`src/rtl/accel_sweep_if.sv`:
```
// Bundles the go/status, accelerator and result-memory signals of the sweep controller.
// master = the controller, slave = the surrounding system (top level, accelerator, memory).
interface accel_sweep_if #(
    parameter int ADDR_W = 8
);
    logic              go;
    logic [1:0]        u_last;
    logic [4:0]        v_last;
    logic              acc_start;
    logic [1:0]        acc_U;
    logic [4:0]        acc_V;
    logic              acc_done;
    logic              acc_wr_req;
    logic [20:0]       acc_wr_data;
    logic              mem_we;
    logic [ADDR_W-1:0] mem_addr;
    logic [20:0]       mem_wdata;
    logic              busy;
    logic              all_done;
    logic              err_timeout;
    logic              err_wrap;
    logic [ADDR_W:0]   beat_count;

    modport master (
        input  go, u_last, v_last, acc_done, acc_wr_req, acc_wr_data,
        output acc_start, acc_U, acc_V, mem_we, mem_addr, mem_wdata,
               busy, all_done, err_timeout, err_wrap, beat_count
    );

    modport slave (
        output go, u_last, v_last, acc_done, acc_wr_req, acc_wr_data,
        input  acc_start, acc_U, acc_V, mem_we, mem_addr, mem_wdata,
               busy, all_done, err_timeout, err_wrap, beat_count
    );
endinterface

```
`src/rtl/accel_sweep_controller.sv`:
```
// Runs one accelerator job per (U,V) pair, U outer / V inner, streaming every result
// beat into consecutive result-memory addresses; a watchdog aborts a stalled job.
module accel_sweep_controller #(
    parameter int START_CYCLES = 2,
    parameter int ADDR_W       = 8,
    parameter int TIMEOUT      = 255
) (
    input  logic         clk,
    input  logic         rst,
    accel_sweep_if.master bus
);
    localparam int DATA_W = 21;
    localparam int SC_W   = $clog2(START_CYCLES) + 1;
    localparam int WD_W   = $clog2(TIMEOUT + 1) + 1;

    typedef enum logic [2:0] {
        IDLE,
        LAUNCH,
        WAIT,
        NEXT,
        FINISH
    } state_t;

    state_t            state;
    state_t            state_nxt;
    logic [SC_W-1:0]   start_cnt;
    logic [WD_W-1:0]   wd;
    logic [1:0]        u_lim;
    logic [4:0]        v_lim;
    logic [1:0]        u_cur;
    logic [4:0]        v_cur;
    logic              err_timeout;
    logic              accept_go;
    logic              last_pair;
    logic              launch_over;
    logic              wd_expired;
    logic              capture;
    logic              start_c;
    logic              busy_c;
    logic              done_c;

    logic              we_p1;
    logic [DATA_W-1:0] wdata_p1;
    logic [ADDR_W-1:0] addr;
    logic [ADDR_W:0]   beat_count;
    logic              err_wrap;

    function automatic logic [ADDR_W:0] sat_inc(input logic [ADDR_W:0] c);
        return (&c) ? c : c + 1'b1;
    endfunction

    assign accept_go   = (state == IDLE) && bus.go;
    assign last_pair   = (u_cur == u_lim) && (v_cur == v_lim);
    assign launch_over = (start_cnt == SC_W'(START_CYCLES - 1));
    assign wd_expired  = (wd == WD_W'(TIMEOUT));
    assign capture     = bus.acc_wr_req &&
                         ((state == LAUNCH) || (state == WAIT) || (state == NEXT));

    always_ff @(posedge clk) begin
        if (rst) begin
            state <= IDLE;
        end else begin
            state <= state_nxt;
        end
    end

    always_comb begin
        state_nxt = state;
        start_c   = 1'b0;
        busy_c    = 1'b1;
        done_c    = 1'b0;
        case (state)
            IDLE: begin
                busy_c = 1'b0;
                if (bus.go) state_nxt = LAUNCH;
            end
            LAUNCH: begin
                start_c = 1'b1;
                if (launch_over) state_nxt = WAIT;
            end
            WAIT: begin
                // A done arriving on the watchdog's last cycle still completes the job.
                if (bus.acc_done)    state_nxt = NEXT;
                else if (wd_expired) state_nxt = FINISH;
            end
            NEXT: begin
                state_nxt = last_pair ? FINISH : LAUNCH;
            end
            FINISH: begin
                done_c    = 1'b1;
                state_nxt = IDLE;
            end
            default: begin
                state_nxt = IDLE;
            end
        endcase
    end

    always_ff @(posedge clk) begin
        if (rst) begin
            start_cnt   <= '0;
            wd          <= '0;
            u_lim       <= '0;
            v_lim       <= '0;
            u_cur       <= '0;
            v_cur       <= '0;
            err_timeout <= 1'b0;
        end else begin
            start_cnt <= (state == LAUNCH) ? start_cnt + 1'b1 : '0;
            wd        <= (state == WAIT) ? wd + 1'b1 : '0;
            if (accept_go) begin
                u_lim       <= bus.u_last;
                v_lim       <= bus.v_last;
                u_cur       <= '0;
                v_cur       <= '0;
                err_timeout <= 1'b0;
            end
            if ((state == WAIT) && !bus.acc_done && wd_expired) begin
                err_timeout <= 1'b1;
            end
            if ((state == NEXT) && !last_pair) begin
                if (v_cur == v_lim) begin
                    v_cur <= '0;
                    u_cur <= u_cur + 1'b1;
                end else begin
                    v_cur <= v_cur + 1'b1;
                end
            end
        end
    end

    // Stage p1: beat sampled at n is written at n+1; address advances after each write.
    always_ff @(posedge clk) begin
        if (rst) begin
            we_p1      <= 1'b0;
            wdata_p1   <= '0;
            addr       <= '0;
            beat_count <= '0;
            err_wrap   <= 1'b0;
        end else begin
            we_p1 <= capture;
            if (capture) begin
                wdata_p1 <= bus.acc_wr_data;
            end
            if (accept_go) begin
                addr       <= '0;
                beat_count <= '0;
                err_wrap   <= 1'b0;
            end else if (we_p1) begin
                addr       <= addr + 1'b1;
                beat_count <= sat_inc(beat_count);
                if (&addr) err_wrap <= 1'b1;
            end
        end
    end

    assign bus.acc_start   = start_c;
    assign bus.acc_U       = u_cur;
    assign bus.acc_V       = v_cur;
    assign bus.mem_we      = we_p1;
    assign bus.mem_addr    = addr;
    assign bus.mem_wdata   = wdata_p1;
    assign bus.busy        = busy_c;
    assign bus.all_done    = done_c;
    assign bus.err_timeout = err_timeout;
    assign bus.err_wrap    = err_wrap;
    assign bus.beat_count  = beat_count;
endmodule

```
`src/flat_wrapper.sv`:
```
// flat-port wrapper written by rule: the top's interface ports become plain ports
module accel_sweep_controller_flat 
#(
    parameter int START_CYCLES = 2,
    parameter int ADDR_W       = 8,
    parameter int TIMEOUT      = 255
)
  (clk, rst, bus_go, bus_u_last, bus_v_last, bus_acc_done, bus_acc_wr_req, bus_acc_wr_data, bus_acc_start, bus_acc_U, bus_acc_V, bus_mem_we, bus_mem_addr, bus_mem_wdata, bus_busy, bus_all_done, bus_err_timeout, bus_err_wrap, bus_beat_count);
  accel_sweep_if #(.ADDR_W(ADDR_W)) bus_i ();
  input  logic clk;
  input  logic rst;
  input wire logic [$bits(bus_i.go)-1:0] bus_go;
  input wire logic [$bits(bus_i.u_last)-1:0] bus_u_last;
  input wire logic [$bits(bus_i.v_last)-1:0] bus_v_last;
  input wire logic [$bits(bus_i.acc_done)-1:0] bus_acc_done;
  input wire logic [$bits(bus_i.acc_wr_req)-1:0] bus_acc_wr_req;
  input wire logic [$bits(bus_i.acc_wr_data)-1:0] bus_acc_wr_data;
  output wire logic [$bits(bus_i.acc_start)-1:0] bus_acc_start;
  output wire logic [$bits(bus_i.acc_U)-1:0] bus_acc_U;
  output wire logic [$bits(bus_i.acc_V)-1:0] bus_acc_V;
  output wire logic [$bits(bus_i.mem_we)-1:0] bus_mem_we;
  output wire logic [$bits(bus_i.mem_addr)-1:0] bus_mem_addr;
  output wire logic [$bits(bus_i.mem_wdata)-1:0] bus_mem_wdata;
  output wire logic [$bits(bus_i.busy)-1:0] bus_busy;
  output wire logic [$bits(bus_i.all_done)-1:0] bus_all_done;
  output wire logic [$bits(bus_i.err_timeout)-1:0] bus_err_timeout;
  output wire logic [$bits(bus_i.err_wrap)-1:0] bus_err_wrap;
  output wire logic [$bits(bus_i.beat_count)-1:0] bus_beat_count;
  assign bus_i.go = bus_go;
  assign bus_i.u_last = bus_u_last;
  assign bus_i.v_last = bus_v_last;
  assign bus_i.acc_done = bus_acc_done;
  assign bus_i.acc_wr_req = bus_acc_wr_req;
  assign bus_i.acc_wr_data = bus_acc_wr_data;
  assign bus_acc_start = bus_i.acc_start;
  assign bus_acc_U = bus_i.acc_U;
  assign bus_acc_V = bus_i.acc_V;
  assign bus_mem_we = bus_i.mem_we;
  assign bus_mem_addr = bus_i.mem_addr;
  assign bus_mem_wdata = bus_i.mem_wdata;
  assign bus_busy = bus_i.busy;
  assign bus_all_done = bus_i.all_done;
  assign bus_err_timeout = bus_i.err_timeout;
  assign bus_err_wrap = bus_i.err_wrap;
  assign bus_beat_count = bus_i.beat_count;
  accel_sweep_controller #(.START_CYCLES(START_CYCLES), .ADDR_W(ADDR_W), .TIMEOUT(TIMEOUT)) u_core (.clk(clk), .rst(rst), .bus(bus_i));
endmodule
```
`config.mk`:
```
export PLATFORM = sky130hd
export DESIGN_NAME = accel_sweep_controller_flat
export DESIGN_NICKNAME = d
export VERILOG_FILES = /design/src/rtl/accel_sweep_if.sv /design/src/rtl/accel_sweep_controller.sv /design/src/flat_wrapper.sv
export SDC_FILE = /design/constraint.sdc
export NUM_CORES = 1
export LEC_CHECK = 0
export BUFFER_PORTS_ARGS = -buffer_cell sky130_fd_sc_hd__buf_2
export CORE_ASPECT_RATIO = 0.75
export CORE_UTILIZATION = 28
export CTS_BUF_LIST = sky130_fd_sc_hd__clkbuf_8 sky130_fd_sc_hd__clkbuf_16
export CTS_CLUSTER_SIZE = 12
export DETAILED_ROUTE_END_ITERATION = 6
export HOLD_SLACK_MARGIN = 0.15
export PLACE_DENSITY_LB_ADDON = 0.15
export SETUP_SLACK_MARGIN = 0.4
export SLEW_MARGIN = 20
export SYNTH_ARGS = -nofsm -noshare
export SYNTH_HDL_FRONTEND = slang
export SYNTH_SLANG_ARGS = --single-unit
```
`constraint.sdc`:
```
create_clock -name clk -period 2.2 [get_ports clk]
set_input_delay 0.22 -clock clk [delete_from_list [all_inputs] [get_ports clk]]
set_output_delay 0.22 -clock clk [all_outputs]
set_load 0.02 [all_outputs]
```
# --- Yosys cells after proc, flatten, opt, wreduce, memory -nomap -nowiden ---
# Index checks and enable logic that the tools add are counted.
word_totals:
  output_inout_bits: 51
  ramBits: 0
  rom_bits: 0
  latchBits: 0
  wordCells: 70
  register_bits: 69
  in_bits: 33
  memories: 0
op_classes:
  n_lt_le_gt_ge: 0
  n_reduce_logical: 20
  mux: 17
  n_shift: 0
  n_mul: 0
  n_eq_ne: 11
  div: 0
  n_bitwise: 3
  addsub: 6
ops:
  columns: ["op", "count"]
  rows:
  - ["9-bit by 1-bit adder with 9-bit output, second input constant", 2]
  - ["9-bit AND reduction", 2]
  - ["3-bit two-way mux", 5]
  - ["5-bit two-way mux", 3]
  - ["3-bit case mux with 4 select lines", 1]
  - ["9-bit by 8-bit equality test with 1-bit output, second input constant", 1]
  - ["8-bit by 1-bit adder with 8-bit output, second input constant", 1]
  - ["3-bit by 2-bit equality test with 1-bit output, second input constant", 2]
  - ["1-bit logical AND", 6]
  - ["2-bit two-way mux", 3]
  - ["2-bit OR reduction", 3]
  - ["5-bit by 1-bit adder with 5-bit output, second input constant", 1]
  - ["5-bit equality test", 1]
  - ["1-bit two-way mux", 5]
  - ["2-bit by 1-bit adder with 2-bit output, second input constant", 2]
  - ["2-bit nonzero test", 2]
  - ["3-bit by 1-bit equality test with 1-bit output, second input constant", 1]
  - ["3-bit equality test, second input constant", 1]
  - ["3-bit logical NOT", 1]
  - ["3-bit by 2-bit != test with 1-bit output, second input constant", 1]
  - ["1-bit NOT", 3]
  - ["3-bit AND reduction", 1]
  - ["2-bit by 1-bit equality test with 1-bit output, second input constant", 1]
  - ["2-bit equality test", 1]
  - ["5 further kinds", 7]

# --- Depth between registers and ports, before layout ---
# Gate-level depths: netlist of run 1.
logic_depth:
  word_depth: 5
  depth_mapped: 10
  mapped_depth_nobuf: 9

# --- Worst setup path after synthesis of run 1 ---
# Ideal clock, no wire load.
synth_path:
  path_type: "register to register"
  startpoint: "reg u_core.beat_count[0], in the netlist u_core.bus.beat_count[0]"
  endpoint: "reg u_core.beat_count[6], in the netlist u_core.bus.beat_count[6]"
  required_time_ns: 2.083
  slack_ns: 0.280
  path_buffers: 1
  setup_time_ns: 0.117
  synth_period_minus_slack_ns: 1.920
  path_stages_with_launch: 11
  arrival_ns: 1.803
  path_cell_list: "dfxtp_1 > ha_1 > nand3_1 > nor2_1 > ha_1 > and2b_1 > buf_6 > and3_1 > nand4_1 > xor2_1 > nor2_1"
synth_between:
  elab_chain_cells: 3
  word_cells_on_any_way: 4
  cone_classes: "add/sub: 1; bitwise: 1; reduce/logical: 2"
synth_lines:
  columns: ["element", "line_no", "text"]
  rows:
  - ["from (decl)", "accel_sweep_controller.sv:45", "logic [ADDR_W:0] beat_count;"]
  - ["from (signal assigned)", "accel_sweep_controller.sv:151", "beat_count <= sat_inc(beat_count);"]
  - ["parallel branches: the longest is 3 deep, another holds 9-bit by 1-bit adder with 9-bit output", null, null]
# Parallel ways; which one is timed is not known.
# A chain may end at the register's enable or synchronous reset.

# --- Worst setup path after layout of run 1 ---
layout_path:
  startpoint: "reg u_core.beat_count[1], in the netlist u_core.bus.beat_count[1]"
  endpoint: "reg u_core.beat_count[5], in the netlist u_core.bus.beat_count[5]"
# The elaborated chain is that of the path after synthesis.

==> results.md, run 1 <==
* Outcome: finished, final reports clean
* Max_cap viols at 0
* Vias per cell at roughly 4.4
* Setup violations, final at 0
* Synthesized flop and latch total at 69
* CP required at roughly 2500 ps
* Max Clock Freq at 575 MHz
* Final period utilization at 79.0%
* Gate Count Post-Synth at ~340
* EDFF count, synth at 0
* Total GRT Usage at 13.6%
* Share of layout cells above drive strength 1 at between 20 and 30%
* CTS tree: done
* Yosys warns at 0
* Peak VDD IR at 448 µV
* Vias in the first global route at around 2500
* Sequential-to-total area share from yosys stat at 47.8%
* Worst-path cell chain: ha_4 > nand3_1 > nor2_1 > ha_1 > and2b_4 > nand4_4 > or3_1 > a21oi_2
* DR pass1 iterations at 4
* Vias post-DR at 2544
* Die Span Y at 90.0 µm
* Antenna Cells at 0
* Syn_nets at 375
* Std-Cell Rows at 31
* Clock latency on the worst-skew pair at around 320 ps
* Die Area at 10700 µm²
* Largest net degree at the start of global routing at 24
* Antenna violations before repair at 0
* Main flop type after synthesis: dfxtp_1
* Pins Over Slew Limit at 0
* Met2 GRT Util at a little over a fifth
* Cell area after synthesis at 2890 µm²
* Relative slew slack at between 60 and 70%
* Filler cells at between 1000 and 1500
* CP top delay family: simple AND/OR/NAND/NOR gates
* Worst path max stage delay at 380 ps
* GRT busiest layer: met2
* CTS Buf Count at 9
* Clk slew on worst S/H paths at 60 ps
* Worst hold slack at around 290 ps
* Setup Skew at 5.47 ps
* Total gr overflow at 0
* Die Wd at ~120 µm
* Met3 GRT Util at roughly 5.6%
* Worst path bufs/invs at 0
* Layout area overhead at 39.9%
* Setup CP Type: flop to flop
* H-tree depth at 3
* First-pass GRT wire length at 11500 µm
* Sum Neg Setup Slack at 0 ps
* Distinct cells, synth at 42
* WL/cell at roughly 12 µm
* Worst Hold Class: input pin to flop
* IO Pins at 84
* Post-synth ARST share at 0%
* RSZ-0062 raised after global routing: true
* Global placement routability congestion at roughly 0.74
* Clk Tree Root Cell: clkbuf_16
* Met1 usage at 16.4%
* Drt drc at 0
* Final Hold Violating Endpoints at 0
* Core box area at 9850 µm²
* Initial Utilization at 29.4%
* Crit start category: flop
* DP HPWL at about 4700 µm
* DRT iter0 DRCs at 85
* # clock sinks at 69
* Worst path slowest cell: or3_1
* CP max FO at 5
* Port buffer count at 83
* Setup crit end kind: flop
* Longest Clk Path Bufs at 2
* Leak at 1.70 nW
* Power density over cell area at 797 nW/µm²
* Avg Cell Area, Syn at 8.64 µm²
* Post-layout net count at 488
* Crit path time final at 1740 ps
* Antenna-violating nets left at 0
* Worst-Margin Slew at 585 ps
* Register area at 1400 µm²
* DRT Wirelength at 6940 µm
* Multi-input logic area at 1450 µm²
* Crit path DAT at around 2000 ps
## metrics by stage
step / utilization (%) / power [mW] / std cells / area [µm²] / worst slack, ps
after CTS: 40.3 / 3.28 / 581 / 3970 / 398
after global routing: 41.1 / 3.42 / 583 / 4050 / 317
after floorplan: - / 1.81 / 335 / 2900 / 403
after global placement: 34.7 / 1.96 / 537 / 3420 / 349
after detailed placement: 34.7 / 1.97 / 537 / 3420 / 300
final: 41.1 / 3.23 / 583 / 4050 / 461
## registers in the layout, indices dropped and copies added (netlist names)
register,count
u_core.bus.mem_wdata,21
u_core.bus.beat_count,9
u_core.wd,9
u_core.bus.mem_addr,8
u_core.bus.acc_V,5
u_core.v_lim,5
u_core.state,3
u_core.bus.acc_U,2
u_core.start_cnt,2
u_core.u_lim,2
u_core.bus.err_timeout,1
u_core.bus.err_wrap,1
u_core.bus.mem_we,1
## cells by family after synthesis
family	Yosys count	share of synthesized area, %
fa+ha+maj	7	3.03
simple gates	154	25.4
flops	69	47.8
xor+xnor	27	8.17
buf+inv	24	4.20
mux	5	1.82
compound gates	49	9.60
## placed cells by master (no fill, tap or decap), types with 3 or more instances in the layout
cell / instances
nor2_1: 40
nand3_1: 8
nand4_1: 5
nand2_1: 69
or3_1: 3
clkbuf_16: 9
xor2_1: 13
o21ai_0: 4
dlygate4sd3_1: 28
ha_1: 4
dfxtp_1: 62
a21oi_1: 31
a22o_1: 4
inv_1: 8
buf_4: 9
nand3b_1: 3
and2_1: 4
nand2b_1: 3
dfxtp_2: 5
mux2i_1: 3
buf_2: 83
nor2b_1: 3
xnor2_1: 14
clkinv_2: 3
## synthesized netlist by cell type, drive strengths merged (2+ instances only)
cell type  instances  area, µm²
ha                 7       87.6
nand4              6       52.6
nand2             69        259
nor3               3       20.0
a31oi              2       12.5
inv                6       22.5
a21oi             33        165
or3                4       25.0
nor2b              3       18.8
and2               4       25.0
o21ai              5       25.0
xnor2             14        123
dfxtp             69       1380
nor2              42        165
mux2               2       22.5
mux2i              3       30.0
clkbuf             6       22.5
nor3b              2       15.0
buf               12       76.3
xor2              13        114
and3               2       12.5
a22o               4       35.0
nand3b             4       33.8
nand3              9       50.1
nand2b             3       18.8
## routing by layer
layer  wire (µm)  part of all wire [%]
met1        3330                    48
met2        3050                    44
met3         422                   6.1
met4         130                   1.9
met5           0                     0
## what timing repair did
item	in CTS	in global routing
pin swaps	0	6
buffers inserted	2	2
hold endpoints to repair	28	0
resized for setup	4	18
setup endpoints to repair	6	19
hold buffers	28	0
## report_power, final
group	leakage [nW]	switching (mW)	internal [mW]	total, mW
Clock	0.133	0.496	0.734	1.23
Combinational	1.00	0.365	0.240	0.605
Sequential	0.563	0.0599	1.33	1.39
## area by class of cell
class,instances,area share [%]
Tap cell,132,4.08
Inverter,6,0.556
Timing Repair Buffer,120,18.9
Clock buffer,9,5.56
Multi-Input combinational cell,242,35.9
Sequential cell,69,34.5
Clock inverter,5,0.556
## final timing paths
check / start / end / slack [ps] / cells past startpoint
min: rst / u_core.bus.err_timeout$_SDFFE_PP0P_ / 290 / 2
max reg2reg: u_core.bus.beat_count[1]$_SDFFE_PP0P_ / u_core.bus.beat_count[5]$_SDFFE_PP0P_ / 460 / 8
min reg2reg: u_core.start_cnt[0]$_SDFF_PP0_ / u_core.start_cnt[0]$_SDFF_PP0_ / 420 / 1
max: u_core.bus.beat_count[1]$_SDFFE_PP0P_ / u_core.bus.beat_count[5]$_SDFFE_PP0P_ / 460 / 8
Note: power is estimated with default switching activity, not from simulation.
==> run 2: changes to the inputs <==
==> constraint.sdc (replaced) <==
create_clock -name clk -period 1.8 [get_ports clk]
set_input_delay 0.18 -clock clk [delete_from_list [all_inputs] [get_ports clk]]
set_output_delay 0.18 -clock clk [all_outputs]
set_load 0.02 [all_outputs]
==> run 2 against run 1 <==
Cell count rose by 4.6%. Sequential share of layout area fell by 4.6 points. Worst hold slack got worse by 61 ps. Worst setup slack got worse by 340 ps. Combinational power rose by 85%. Die area did not move. Clock power rose by 56%. Core utilization rose by 7.6 points. Non-clock buffer count rose by 25. Total power rose by 48%. Critical endpoint is now u_core.bus.beat_count[7]$_SDFFE_PP0P_. Largest power group is now the clock network.
==> results.md, run 2 (synthesis gave the netlist of run 1 again) <==
* DRT iter0 DRCs at 74
* Vias post-DR at 2715
* Hold Crit Start: rst
* Longest Clk Path Bufs at 2
* Pins Over Slew Limit at 0
* DP HPWL at approximately 5000 µm
* Std-Cell Rows at 31
* Setup violations, final at 0
* Core box area at 9850 µm²
* Vias in the first global route at 2678
* Peak VDD IR at 626 µV
* Clock latency on the worst-skew pair at 330 ps
* Die Wd at 119 µm
* Port buffer count at 83
* Setup crit end kind: flop
* Layout area overhead at 65.7%
* Drt drc at 0
* Clk Tree Root Cell: clkbuf_16
* PnR Total Power at 4.78 mW
* Max Clock Freq at 597 MHz
* Placement-stage cell area at 3550 µm²
* Final Hold Violating Endpoints at 0
* Crit start category: flop
* Initial Utilization at 29.4%
* Power density over cell area at 996 nW/µm²
* Sum Neg Setup Slack at 0 ps
* Max_cap viols at 0
* Design Area, Final at around 4800 µm²
* Hold depth at 2
* Die Area at 10700 µm²
* Leak at 2.02 nW
* R2R cell count at 8
* Worst Hold Class: input pin to flop
* Crit path time final at 1680 ps
* Setup Skew at 6.36 ps
* DRT Wirelength at 7840 µm
* Total GRT Usage at 14.7%
* CP max FO at 3
* WL/cell at 12.9 µm
* Commonest non-fill, non-tap cell in the layout: buf_2
* Antenna-violating nets left at 0
* Share of layout cells above drive strength 1 at 49.2%
* First-pass GRT wire length at 12600 µm
* Critical R2R Launch: u_core.bus.beat_count[1]$_SDFFE_PP0P_
* Relative slew slack at 73.6%
* DR pass1 iterations at 4
* Die Span Y at 90.0 µm
* Vias per cell at ~4.5
* # clock sinks at between 60 and 70
* CTS Buf Count at 9
* Setup CP Type: flop to flop
* IO Pins at 84
* Worst-Margin Slew at just under 400 ps
* Hold EP: u_core.bus.acc_U[0]$_SDFF_PP0_
* Global placement routability congestion at ~0.73
* Antenna violations before repair at 0
* R2R Setup Slk at 120 ps
* Filler cells at 953
* Outcome: finished, final reports clean
* Largest net degree at the start of global routing at 26
* Post-layout net count at 513
* Antenna Cells at 0
* Total gr overflow at 0
* H-tree depth at 3
* Clk slew on worst S/H paths at 60 ps
* RSZ-0062 raised after global routing: true
* Commonest non-fill, non-tap cells in the layout: buf_2, dfxtp_1, nand2_1
* CTS tree: done
* Critical R2R Capture: u_core.bus.beat_count[7]$_SDFFE_PP0P_
* Max FFs per register at 21
* Final period utilization at 93.1%
* Finished Core Util at 48.7%
* Crit path DAT at 1940 ps
* CP required at 2060 ps
-- run 2: cell types whose count changed in the layout (fill, tap and decap cells not counted), sizes merged --
cell    before  now
clkinv       3    2
inv          8    7
bufinv       0    2
clkbuf       9   13
buf         92  115
-- run 2: area by class of cell --
class                      instances  area (µm²)  share of cell area (%)
clock buffer                      11         253                    5.27
clock inverter                     5        73.8                    1.54
inverter                           6        22.5                   0.470
multi-input combinational        242        1790                    37.2
sequential                        69        1430                    29.9
tap                              132         165                    3.45
timing repair buffer             145        1060                    22.1
-- run 2: report_power, final --
part	internal, mW	leakage, nW	switching (mW)
registers	1.63	0.573	0.114
clock network	1.28	0.167	0.640
logic	0.531	1.28	0.588
total	3.43	2.02	1.34
-- run 2: repair_timing --
action | CTS | global route
hold buffers | 28 | 0
endpoints found under the hold margin | 28 | 0
gates resized for setup | 20 | 96
cloned | 0 | 4
pin swaps | 12 | 52
setup buffers | 9 | 9
endpoints found under the setup margin | 52 | 61
-- run 2: per-layer routing --
metal	wire [µm]	vias to the layer above	global-route usage (%)
met4	97	0	5.31
met5	0	-	0
met2	3570	71	22.4
met3	550	8	6.79
li1	-	1388	-
met1	3620	1248	18.1
-- run 2: per-stage QoR --
step           hold WS [ps]  cells  setup WS, ps
2_1_floorplan           316    335          83.4
3_3_place_gp            408    544           129
3_5_place_dp            416    544          73.0
4_1_cts                 212    597           142
5_1_grt                 228    610          20.0
6_report                226    610           125
-- run 2: worst max path at each step --
stage	start	to	slack (ps)	cells past startpoint
finish	u_core.bus.beat_count[1]$_SDFFE_PP0P_	u_core.bus.beat_count[7]$_SDFFE_PP0P_	120	8
global route	u_core.bus.beat_count[1]$_SDFFE_PP0P_	u_core.bus.beat_count[7]$_SDFFE_PP0P_	20	9
CTS	u_core.wd[2]$_SDFF_PP0_	u_core.state[0]$_SDFFE_PP0P_	140	9
detailed placement	u_core.bus.beat_count[1]$_SDFFE_PP0P_	u_core.bus.beat_count[7]$_SDFFE_PP0P_	70	8
global placement	u_core.bus.beat_count[1]$_SDFFE_PP0P_	u_core.bus.beat_count[5]$_SDFFE_PP0P_	130	8
floorplan	u_core.bus.beat_count[0]$_SDFFE_PP0P_	u_core.bus.beat_count[6]$_SDFFE_PP0P_	80	10
-- run 2: critical path, stage by stage (launching register included) --
cell	delay (ps)
dfxtp_4	350
ha_4	160
nand3_2	70
nor2_2	40
ha_1	160
and2b_2	260
nand4_4	90
or3_4	340
a21oi_2	140
